### src/rtl/uart_tx_fifo.sv
// 8N1 UART transmitter, LSB first, fed from a small byte FIFO through a valid/ready write port.
// First start bit reaches txd two edges after a write into an empty idle block; wready drops only when the FIFO is full.
module uart_tx_fifo #(
    parameter int CLK_DIV = 104,
    parameter int FIFO_AW = 2
) (
    input  logic               c,
    input  logic               r,
    input  logic [7:0]         wdata,
    input  logic               wvalid,
    output logic               wready,
    output logic               txd,
    output logic               busy,
    output logic [FIFO_AW:0]   level
);

    localparam int DEPTH = 1 << FIFO_AW;
    localparam int DIV_W = $clog2(CLK_DIV);
    localparam logic [DIV_W-1:0]   DIV_LOAD   = DIV_W'(CLK_DIV - 1);
    localparam logic [FIFO_AW:0]   LEVEL_FULL = (FIFO_AW + 1)'(DEPTH);
    localparam logic [FIFO_AW:0]   LEVEL_ONE  = (FIFO_AW + 1)'(1);
    localparam logic [FIFO_AW-1:0] PTR_ONE    = FIFO_AW'(1);
    localparam logic [DIV_W-1:0]   DIV_ONE    = DIV_W'(1);

    typedef enum logic [1:0] {
        IDLE,
        START,
        DATA,
        STOP
    } state_t;

    state_t             state_q, state_d;
    logic [DIV_W-1:0]   div_q, div_d;
    logic [2:0]         bit_q, bit_d;
    logic [7:0]         shift_q, shift_d;
    logic               txd_q, txd_d;
    logic [FIFO_AW:0]   level_q, level_d;
    logic [FIFO_AW-1:0] wr_ptr_q, wr_ptr_d;
    logic [FIFO_AW-1:0] rd_ptr_q, rd_ptr_d;
    logic [7:0]         mem_q [DEPTH];

    logic push;
    logic pop;
    logic tick;
    logic have_data;

    // wready looks only at the registered level, so a full FIFO refuses a write even on a pop edge.
    assign wready    = (level_q != LEVEL_FULL);
    assign push      = wvalid & wready;
    assign tick      = (div_q == '0);
    assign have_data = (level_q != '0);

    assign txd   = txd_q;
    assign level = level_q;
    assign busy  = (state_q != IDLE) | have_data;

    always_comb begin
        state_d = state_q;
        div_d   = div_q;
        bit_d   = bit_q;
        shift_d = shift_q;
        pop     = 1'b0;

        case (state_q)
            IDLE: begin
                if (have_data) begin
                    pop     = 1'b1;
                    shift_d = mem_q[rd_ptr_q];
                    div_d   = DIV_LOAD;
                    state_d = START;
                end
            end
            START: begin
                if (tick) begin
                    div_d   = DIV_LOAD;
                    bit_d   = 3'd0;
                    state_d = DATA;
                end else begin
                    div_d = div_q - DIV_ONE;
                end
            end
            DATA: begin
                if (tick) begin
                    div_d   = DIV_LOAD;
                    shift_d = {1'b0, shift_q[7:1]};
                    if (bit_q == 3'd7) begin
                        state_d = STOP;
                    end else begin
                        bit_d = bit_q + 3'd1;
                    end
                end else begin
                    div_d = div_q - DIV_ONE;
                end
            end
            STOP: begin
                if (tick) begin
                    // Chain straight into the next start bit so queued bytes leave with no idle gap.
                    if (have_data) begin
                        pop     = 1'b1;
                        shift_d = mem_q[rd_ptr_q];
                        div_d   = DIV_LOAD;
                        state_d = START;
                    end else begin
                        state_d = IDLE;
                    end
                end else begin
                    div_d = div_q - DIV_ONE;
                end
            end
            default: state_d = IDLE;
        endcase

        // The line follows the state one edge later, which keeps txd a plain flop output.
        case (state_q)
            START:   txd_d = 1'b0;
            DATA:    txd_d = shift_q[0];
            default: txd_d = 1'b1;
        endcase

        wr_ptr_d = push ? (wr_ptr_q + PTR_ONE) : wr_ptr_q;
        rd_ptr_d = pop  ? (rd_ptr_q + PTR_ONE) : rd_ptr_q;

        case ({push, pop})
            2'b10:   level_d = level_q + LEVEL_ONE;
            2'b01:   level_d = level_q - LEVEL_ONE;
            default: level_d = level_q;
        endcase
    end

    always_ff @(posedge c) begin
        if (r) begin
            state_q  <= IDLE;
            div_q    <= '0;
            bit_q    <= '0;
            shift_q  <= '0;
            txd_q    <= 1'b1;
            level_q  <= '0;
            wr_ptr_q <= '0;
            rd_ptr_q <= '0;
        end else begin
            state_q  <= state_d;
            div_q    <= div_d;
            bit_q    <= bit_d;
            shift_q  <= shift_d;
            txd_q    <= txd_d;
            level_q  <= level_d;
            wr_ptr_q <= wr_ptr_d;
            rd_ptr_q <= rd_ptr_d;
        end
    end

    always_ff @(posedge c) begin
        if (push) begin
            mem_q[wr_ptr_q] <= wdata;
        end
    end

endmodule

### config.mk
export PLATFORM = sky130hd
export DESIGN_NAME = uart_tx_fifo
export DESIGN_NICKNAME = d
export VERILOG_FILES = /design/src/rtl/uart_tx_fifo.sv
export SDC_FILE = /design/constraint.sdc
export NUM_CORES = 1
export LEC_CHECK = 0
export ABC_AREA = 1
export CAP_MARGIN = 20
export CORE_MARGIN = 5
export CORE_UTILIZATION = 53
export CTS_CLUSTER_DIAMETER = 40
export DETAILED_ROUTE_END_ITERATION = 16
export HOLD_SLACK_MARGIN = 0.05
export PLACE_DENSITY = 0.75
export SYNTH_ARGS = -nofsm -noshare
export SYNTH_HDL_FRONTEND = slang
export SYNTH_SLANG_ARGS = --single-unit
### constraint.sdc
create_clock -name c -period 2.31 [get_ports c]
set_input_delay 0.462 -clock c [delete_from_list [all_inputs] [get_ports c]]
set_output_delay 0.462 -clock c [all_outputs]
set_load 0.02 [all_outputs]
# Word-level counts from Yosys, hierarchy flattened
# Memory sizes are Yosys's and may differ from the RTL's. A register that Yosys moved wholly into a read port is not among the register bits.
# Index checks and enable logic that the tools add are counted.
dict set report word_totals {
  register_bits 28
  ram_bits 32
  inputBits 11
  output_inout_bits 6
  wordCells 69
  mem_count 1
}
# memory depth width rd rd_clocked_by_memory_dff write_ports line
set memory_table {}
lappend memory_table {mem_q 4 8 1 1 1 40} ;# logic [7:0] mem_q [DEPTH];
dict set report op_classes {
  n_addsub 6
  n_eq_ne 13
  n_mux 28
  bitwise_logic 2
  reduce_logical 11
}
# cell count
set op_table {}
lappend op_table {{8-bit 2-to-1 mux} 3}
lappend op_table {{8-bit one-hot mux with 3 select lines} 1}
lappend op_table {{7-bit 2-to-1 mux} 3}
lappend op_table {{7-bit one-hot mux with 3 select lines} 1}
lappend op_table {{2-bit 2-to-1 mux} 7}
lappend op_table {{2-bit inequality test, second input constant} 6}
lappend op_table {{3-bit one-hot mux with 2 select lines} 2}
lappend op_table {{3-bit 2-to-1 mux} 3}
lappend op_table {{2-bit one-hot mux with 4 select lines} 1}
lappend op_table {{7-bit zero test} 1}
lappend op_table {{7-bit by 1-bit subtractor with 7-bit output, second input constant} 1}
lappend op_table {{3-bit by 1-bit adder with 3-bit output, second input constant} 2}
lappend op_table {{2-bit equality test, second input constant} 3}
lappend op_table {{2-bit nonzero test} 3}
lappend op_table {{3-bit nonzero test} 2}
lappend op_table {{1-bit 2-to-1 mux} 5}
lappend op_table {{5-bit AND reduction} 1}
lappend op_table {{2-bit by 1-bit adder with 2-bit output, second input constant} 2}
lappend op_table {{2-bit by 1-bit equality test with 1-bit output, second input constant} 2}
lappend op_table {{1-bit one-hot mux with 2 select lines} 2}
lappend op_table {{4-bit AND reduction} 1}
lappend op_table {{3-bit equality test, second input constant} 1}
lappend op_table {{3-bit inequality test, second input constant} 1}
lappend op_table {{3-bit AND reduction} 1}
lappend op_table {{5 further kinds} 5}

# Longest topological paths before layout
# Gate-level depths: netlist of the first run.
dict set report logic_depth {
  word_depth 6
  ltp_mapped 15
  mapped_depth_nobuf 15
}

# Worst setup path after synthesis of the first run
# No wires, ideal clock.
dict set report synth_timing {
  path_kind {reg-to-reg}
  from {register div_q[0]}
  to {register level_q[2], in the netlist level[2]}
  setup_time_ns 0.122
  t_arrival_ns 2.166
  required_ns 2.188
  setup_slack_ns 0.022
  stages_incl_launch_ff 16
  n_path_buf 0
  synth_period_minus_slack_ns 2.288
  path_cell_list {dfxtp_1 inv_1 ha_1 nand2_2 nor2_4 nand2_4 o21ai_2 inv_1 nor2_1 ha_1 inv_1 fa_1 a21oi_1 o21ai_0 o21ai_0 a21oi_1}
}
dict set report synth_via {
  elab_chain_len 5
  word_cells_on_any_way 7
  cone_classes {eq/ne (2); mux (3); reduce/logical (2)}
}
# element line
set synth_lines {}
lappend synth_lines {{from (decl)} 33} ;# logic [DIV_W-1:0] div_q, div_d;
lappend synth_lines {{from (signal assigned)} 142} ;# div_q <= div_d;
lappend synth_lines {{7-bit zero test (*)} 50} ;# assign tick = (div_q == '0);
lappend synth_lines {{1-bit 2-to-1 mux (*)} 96} ;# if (tick) begin
lappend synth_lines {{1-bit one-hot mux with 2 select lines (*)} 64} ;# case (state_q)
lappend synth_lines {{via pop} 43} ;# logic pop;
lappend synth_lines {{2-bit by 1-bit equality test with 1-bit output / 2-bit equality test (equally long branches)} 123} ;# case ({push, pop})
lappend synth_lines {{3-bit one-hot mux with 2 select lines / 2-bit nonzero test (equally long branches)} --}
lappend synth_lines {{to (signal assigned)} 146} ;# level_q <= level_d;
lappend synth_lines {{to (decl)} 37} ;# logic [FIFO_AW:0] level_q, level_d;
# Mark *: on every way through the listed nets, which the timed path passes. The rest lies on a longest branch.
# A chain may end at the register's enable or synchronous reset.

# Worst setup path in the final report of the first run
# Ends and elaborated chain as after synthesis.

==> results of run 1 <==
cell type report:
cell class / instances / area (um2)
Clock buffer: 9 / 124
Clock inverter: 7 / 55.1
Fill cell: 474 / 1990
Inverter: 41 / 154
Multi-Input combinational cell: 246 / 1220
Sequential cell: 62 / 1560
Tap cell: 72 / 90.1
Timing Repair Buffer: 31 / 275
cell families (layout without fill, tap and decap cells):
logic type               after synthesis  count (layout)  share of synthesized area (%)
buffers and inverters                 50              88                           6.92
XOR/XNOR                               2               2                          0.587
adder cells (fa/ha/maj)               14              14                           6.12
flip-flops                            62              62                           52.3
AND/OR/NAND/NOR                      180             180                           24.9
AO/OA/AOI/OAI                         50              50                           9.14
worst max-delay path by stage:
stage,start,to,cells after the start
finish,div_q[0]$_SDFF_PP0_,level[2]$_SDFFE_PP0P_,15
global route,div_q[0]$_SDFF_PP0_,level[2]$_SDFFE_PP0P_,15
CTS,level[0]$_SDFFE_PP0P_,busy,5
detailed placement,div_q[0]$_SDFF_PP0_,level[2]$_SDFFE_PP0P_,15
global placement,div_q[0]$_SDFF_PP0_,level[2]$_SDFFE_PP0P_,15
floorplan,div_q[0]$_SDFF_PP0_,level[2]$_SDFFE_PP0P_,15
per-layer routing:
metal  global-route usage [%]  part of all wire (%)
met4                     6.04                   2.0
met2                     26.3                    46
met1                     21.5                    49
met3                     5.34                   2.9
met5                        0                     0
through the flow:
stage	total power [mW]	hold WS, ns	worst slack, ns
2_1_floorplan	3.03	0.441	0.0219
3_3_place_gp	3.51	0.456	0.155
3_5_place_dp	3.55	0.458	0.103
4_1_cts	4.42	0.469	0.000306
5_1_grt	4.83	0.492	-0.0106
6_report	4.42	0.466	0.129
power breakdown:
group	internal, mW	leakage, nW	switching [mW]
registers	1.39	0.541	0.151
logic	0.771	0.877	1.25
clock network	0.399	0.0866	0.457
total	2.56	1.50	1.86
cells in the mapped netlist:
cell / count
dfxtp_1: 30
xor2_1: 1
o21ai_4: 1
o21ai_2: 1
o211a_1: 1
buf_6: 1
inv_1: 38
o21ai_1: 1
xnor2_1: 1
nor2_4: 2
inv_2: 3
nand2_4: 2
fa_1: 1
buf_4: 1
o21ai_0: 30
ha_1: 13
nand3_1: 14
o211ai_1: 1
nor2_1: 79
nand4_1: 2
nand3b_1: 1
a21oi_1: 15
nand2_2: 3
nand2_1: 76
clkbuf_2: 2
buf_2: 4
edfxtp_1: 32
clkbuf_1: 1
nor2_2: 1
worst max-delay path: stages, from the launching register on:
cell	delay, ns
dfxtp_1	0.31
inv_1	0.08
ha_2	0.19
nand2_2	0.07
nor2_4	0.12
nand2_4	0.06
o21ai_2	0.13
inv_1	0.05
nor2_1	0.09
ha_1	0.14
inv_1	0.08
fa_2	0.36
a21oi_2	0.13
o21ai_1	0.09
o21ai_1	0.12
a21oi_1	0.05
registers in the layout (all words and copies together), names as in the netlist, named ones only:
name,flops
shift_q,8
rd_ptr_q,2
level,3
mem_q,32
txd,1
state_q,2
bit_q,3
wr_ptr_q,2
div_q,7
timing repair:
item                       CTS  global route
setup endpoints to repair    0             2
buffers inserted             0             0
resized for setup            0             6
==> metrics.md, run 1 <==
| Metric | Value |
|---|---|
| Worst hold path endpoint | bit_q[1]$_SDFFE_PP0P_ |
| MaxCap Viol Count | 0 |
| Remaining DRCs | 0 |
| CTS tree | yes |
| Buffer depth of the longest clock path | 2 |
| Power Density | 1270 nW/um2 |
| Hold path start | bit_q[1]$_SDFFE_PP0P_ |
| Dpl cells | ~450 |
| Vias per inst | ~4.9 |
| Post-synthesis sequential area ratio | between 50% and 60% |
| CP Capture Type | flip-flop |
| Hold Crit Class | flip-flop to flip-flop |
| Synth unique cells | 29 |
| Status | completed |
| Pre-Repair DR Iteration Count | 5 |
| P_leak | approximately 1.5 nW |
| Initial Util | 54.5% |
| Avg WL per Cell | 12.0 um |
| Syn. warnings | 0 |
| Hold Violations, Final | 0 |
| Global-route wire length before repair | between 9000 and 10,000 um |
| Final ANT Viol Nets | 0 |
| RePlAce Congestion | about 0.84 |
| Setup TNS | 0 ns |
| Post-synth top area share | approximately 32% |
| R2r startpoint | div_q[0]$_SDFF_PP0_ |
| # port buffers | 16 |
| Final worst path period need | about 2.2 ns |
| Syn_nets | 383 |
| Clock Skew | 0.00907 ns |
| R2R Path End | level[2]$_SDFFE_PP0P_ |
| ANT cells | 0 |
| Maximum VDD drop | about 0.00064 V |
| Vias in the first global route | between 2k and 2.5k |
| Max Slew Vio Count | 0 |
| Fraction of final layout cells sized beyond drive strength 1 | between 10% and 20% |
| Die ar. | roughly 7200 um2 |
| Initial antenna violation count | 0 |
| Final Net Count | 416 |
| Most common cell after layout, fill and taps aside | nor2_1 |
| Worst-Skew Late Latency | between 0.3 and 0.4 ns |
| Root Driver | clkbuf_8 |
| Clock Sinks | 62 |
| Most frequent cells in the layout | nor2_1 (79), nand2_1 (76), inv_1 (38) |
| CP arrival | approximately 2.4 ns |
| Total CTS buffers | 9 |
| I/O pin count | 17 |
| Horiz. Die Dim | ~85 um |
| Final Cell Area | roughly 3500 um2 |
| Mapped Area | 2980 um2 |
| Rows | 27 |
| DP HPWL | slightly below 4000 um |
| Die H | approximately 85 um |
| Syn Inst Count | 358 |
| Total wire length | approximately 5600 um |
| Max_slew headroom | ~60% |
| Residual overflow from global routing | 0 |
| Maximum clock frequency | 458 MHz |
| Slew @ Worst Pin | just under 0.6 ns |
| Largest net degree at the start of global routing | 18 |
| Gr usage total | ~17% |
| CTS Hold Bufs | 0 |
| Worst reg-to-reg path cell count | 15 |
| Worst R2R Setup Slack | around 0.13 ns |
| Top post-synthesis cells by area | edfxtp_1 (32%), dfxtp_1 (20%), nor2_1 (9.9%) |
| Final period util | a little over nine tenths |
| Flops & latches, synth | just over 60 |
| Core Footprint | 5470 um2 |
| Clock-pin slew on the worst setup and hold paths | 0.07 ns |
| Final setup fails | 0 |
| Hold depth | 2 |
| CP Data Required Time | around 2.5 ns |
| Drt initial violations | around 100 |
| Placed cell area | 3290 um2 |
| Util after Layout | around 64% |
| Avg Inst Size Synth | around 8.3 um2 |
| Vias | ~2.3k |
| Area Growth Syn to Fin | 16.8% |
| CP Launch Type | flip-flop |
| Synth area leader | edfxtp_1 |
| Critical path class | flip-flop to flip-flop |
| Critical Path Fanout Max | 3 |
| H-tree levels | 3 |
| Layout Cells excl Fill | approximately 470 |
Note: power is estimated with default switching activity, not from simulation.
==> run 2: changes to the inputs <==
--- a/config.mk
+++ b/config.mk
@@ -6,7 +6,7 @@
 export NUM_CORES = 1
 export LEC_CHECK = 0
 export ABC_AREA = 1
-export CAP_MARGIN = 20
+export CORE_ASPECT_RATIO = 1.2
 export CORE_MARGIN = 5
 export CORE_UTILIZATION = 53
 export CTS_CLUSTER_DIAMETER = 40
==> run 2 against run 1 <==
Global-route usage is 2.1 points higher. Utilization rose by 0.56 points. Via count rose by 3.0%. Final cell count fell by 1.1%. Clock skew fell by 0.0019 ns. Routed wire length is 8.1% higher. Flip-flop and latch count unchanged. Setup slack got worse by 0.015 ns. Largest cell class unchanged.
==> metrics.md, run 2 (synthesis results as in run 1) <==
| Metric | Value |
|---|---|
| Status | completed |
| Vias in the first global route | 2,390 (+12%) |
| CP Launch Type | flip-flop |
| Most common cell after layout, fill and taps aside | nor2_1 |
| Max stage delay on crit path | 0.37 ns (about the same) |
| Setup ws final | 0.114 ns (-0.0152 ns) |
| Worst setup endpoint | level[2]$_SDFFE_PP0P_ |
| Slew @ Worst Pin | 0.426 ns (-0.161 ns) |
| Maximum clock frequency | 455 MHz (-0.69%) |
| Final Cell Area | 3570 um2 (+2.4%) |
| Die H | 92.2 um (+8.4%) |
| Die ar. | 7230 um2 (about the same) |
| CTS tree | yes |
| Clock-pin slew on the worst setup and hold paths | 0.07 ns (about the same) |
| Max Slew Vio Count | 0 (unchanged) |
| Clock Skew | 0.00714 ns (-0.00193 ns) |
| Max_slew headroom | 71.6% (+11 points) |
| Worst reg-to-reg path cell count | 15 (unchanged) |
| Maximum VDD drop | 0.000767 V (+20%) |
| Total CTS buffers | 9 (unchanged) |
| Core Footprint | 5560 um2 (+1.5%) |
| DP HPWL | 4140 um (+6.5%) |
| CP arrival | 2.44 ns (+0.03 ns) |
| Initial Util | 53.7% (-0.81 points) |
| Root Driver | clkbuf_8 |
| Placed cell area | 3280 um2 (-0.30%) |
| # port buffers | 16 (unchanged) |
| RSZ-0062 raised after global routing | true |
| Avg WL per Cell | 13.1 um (+9.3%) |
| ANT cells | 0 (unchanged) |
| Horiz. Die Dim | 78.5 um (-7.7%) |
| Drt initial violations | 150 (+47%) |
| Remaining DRCs | 0 (unchanged) |
| Total wire length | 6080 um (+8.1%) |
| H-tree levels | 3 (unchanged) |
| Final Net Count | 419 (+0.72%) |
| Final ANT Viol Nets | 0 (unchanged) |
| Final worst path period need | 2.20 ns (+0.0152 ns) |
| Top Registers | mem_q (32), shift_q (8), div_q (7) |
| CTS Hold Bufs | 0 (unchanged) |
| P_leak | 1.54 nW (+2.1%) |
| CP cell instances | inv_2 > ha_4 > nand2_4 > nor2_4 > nand2_4 > o21ai_4 > inv_1 > nor2_1 > ha_2 > inv_4 > fa_2 > a21oi_2 > o21ai_2 > o21ai_1 > a21oi_1 |
| Power Density | 1340 nW/um2 (+5.5%) |
| Worst-Skew Late Latency | 0.35 ns (about the same) |
| Buffer depth of the longest clock path | 2 (unchanged) |
| Gr usage total | 18.8% (+2.1 points) |
| Fillers | 455 (-4.0%) |
| Area Growth Syn to Fin | 19.6% |
| Worst path most repeated cell | nand2_4 |
| Beginning of the critical path | div_q[1]$_SDFF_PP0_ |
| R2R Path End | level[2]$_SDFFE_PP0P_ |
| Setup WS pre-CTS | 0.0830 ns (-0.0204 ns) |
| Critical Path Fanout Max | 3 (unchanged) |
| Final setup fails | 0 (unchanged) |
| Max reg flops | 32 (unchanged) |
| Clock Sinks | 62 (unchanged) |
| CP Capture Type | flip-flop |
| Fraction of final layout cells sized beyond drive strength 1 | 14.0% (+2.2 points) |
| RePlAce Congestion | 0.849 (+0.49%) |
| Rows | 30 (+11%) |
| Hold Crit Class | flip-flop to flip-flop |
| Critical path class | flip-flop to flip-flop |
| Vias per inst | 5.08 (+4.1%) |
| Worst R2R Setup Slack | 0.11 ns (-0.02 ns) |
| Critical Path Slowest Stage Cell | fa_2 |
| Residual overflow from global routing | 0 (unchanged) |
| MaxCap Viol Count | 0 (unchanged) |
| Global-route wire length before repair | 10,500 um (+10%) |
| Hold Violations, Final | 0 (unchanged) |
| Pre-Repair DR Iteration Count | 4 (-1) |
| Biggest register | mem_q |
| I/O pin count | 17 (unchanged) |
| Largest net degree at the start of global routing | 18 (unchanged) |
| Initial antenna violation count | 0 (unchanged) |
| Vias | 2,354 (+3.0%) |
| Most frequent cells in the layout | nor2_1 (79), nand2_1 (76), inv_1 (35) |
| R2r startpoint | div_q[1]$_SDFF_PP0_ |
| Final period util | 95.1% (+0.66 points) |
| CP Data Required Time | 2.55 ns (about the same) |
==> run 2: stage by stage <==
| step | utilization, % | TNS (ns) | hold WS, ns | instances | power, mW |
|---|---|---|---|---|---|
| 2_1_floorplan | - | 0 | 0.441 | 358 | 3.03 |
| 3_3_place_gp | 59.1 | 0 | 0.460 | 444 | 3.51 |
| 3_5_place_dp | 59.1 | 0 | 0.474 | 444 | 3.58 |
| 4_1_cts | 63.1 | 0 | 0.484 | 460 | 4.64 |
| 5_1_grt | 64.2 | -0.0467 | 0.511 | 463 | 5.18 |
| 6_report | 64.2 | 0 | 0.478 | 463 | 4.77 |
==> run 2: what timing repair did <==
item / in CTS / in global routing
resized for setup: 1 / 15
setup buffers: 0 / 3
cloned: 0 / 0
endpoints found under the setup margin: 1 / 1
pin swaps: 0 / 10
==> run 2: worst min path at each step <==
stage,from,end,slack [ns],depth (start not counted)
3_3_place_gp,bit_q[2]$_SDFFE_PP0P_,bit_q[2]$_SDFFE_PP0P_,0.46,2
6_report,bit_q[2]$_SDFFE_PP0P_,bit_q[2]$_SDFFE_PP0P_,0.48,2
4_1_cts,bit_q[2]$_SDFFE_PP0P_,bit_q[2]$_SDFFE_PP0P_,0.48,2
2_1_floorplan,bit_q[1]$_SDFFE_PP0P_,bit_q[1]$_SDFFE_PP0P_,0.44,2
3_5_place_dp,bit_q[2]$_SDFFE_PP0P_,bit_q[2]$_SDFFE_PP0P_,0.47,2
5_1_grt,bit_q[2]$_SDFFE_PP0P_,bit_q[2]$_SDFFE_PP0P_,0.51,2
==> run 2: worst max-delay path, delay by kind of cell (launching register included) <==
family,cells,cell delay (ns)
adders and majority gates,3,0.72
AOI/OAI and AO/OA,5,0.53
buffers and inverters,3,0.16
and+or+nand+nor,4,0.35
DFF,1,0.33
==> run 2: cell type report <==
| cell class | instances | area [um2] | share of cell area, % |
|---|---|---|---|
| timing repair buffer | 34 | 294 | 8.24 |
| inverter | 41 | 156 | 4.38 |
| clock buffer | 9 | 124 | 3.47 |
| sequential | 62 | 1560 | 43.8 |
| clock inverter | 7 | 97.6 | 2.74 |
| tap | 64 | 80.1 | 2.24 |
| multi-input combinational | 246 | 1250 | 35.1 |
==> run 2: per-layer routing <==
metal	track usage, %	up-vias	routed length [um]
met2	32.5	39	3140
met1	21.1	1078	2550
met3	4.62	15	241
met4	9.77	0	148
li1	-	1222	-
met5	0	-	0
==> run 2: report_power, final <==
part,internal [mW],leakage (nW),total (mW),switching (mW)
sequential,1.39,0.541,1.53,0.142
clock,0.610,0.106,1.07,0.456
combinational,0.839,0.889,2.17,1.34
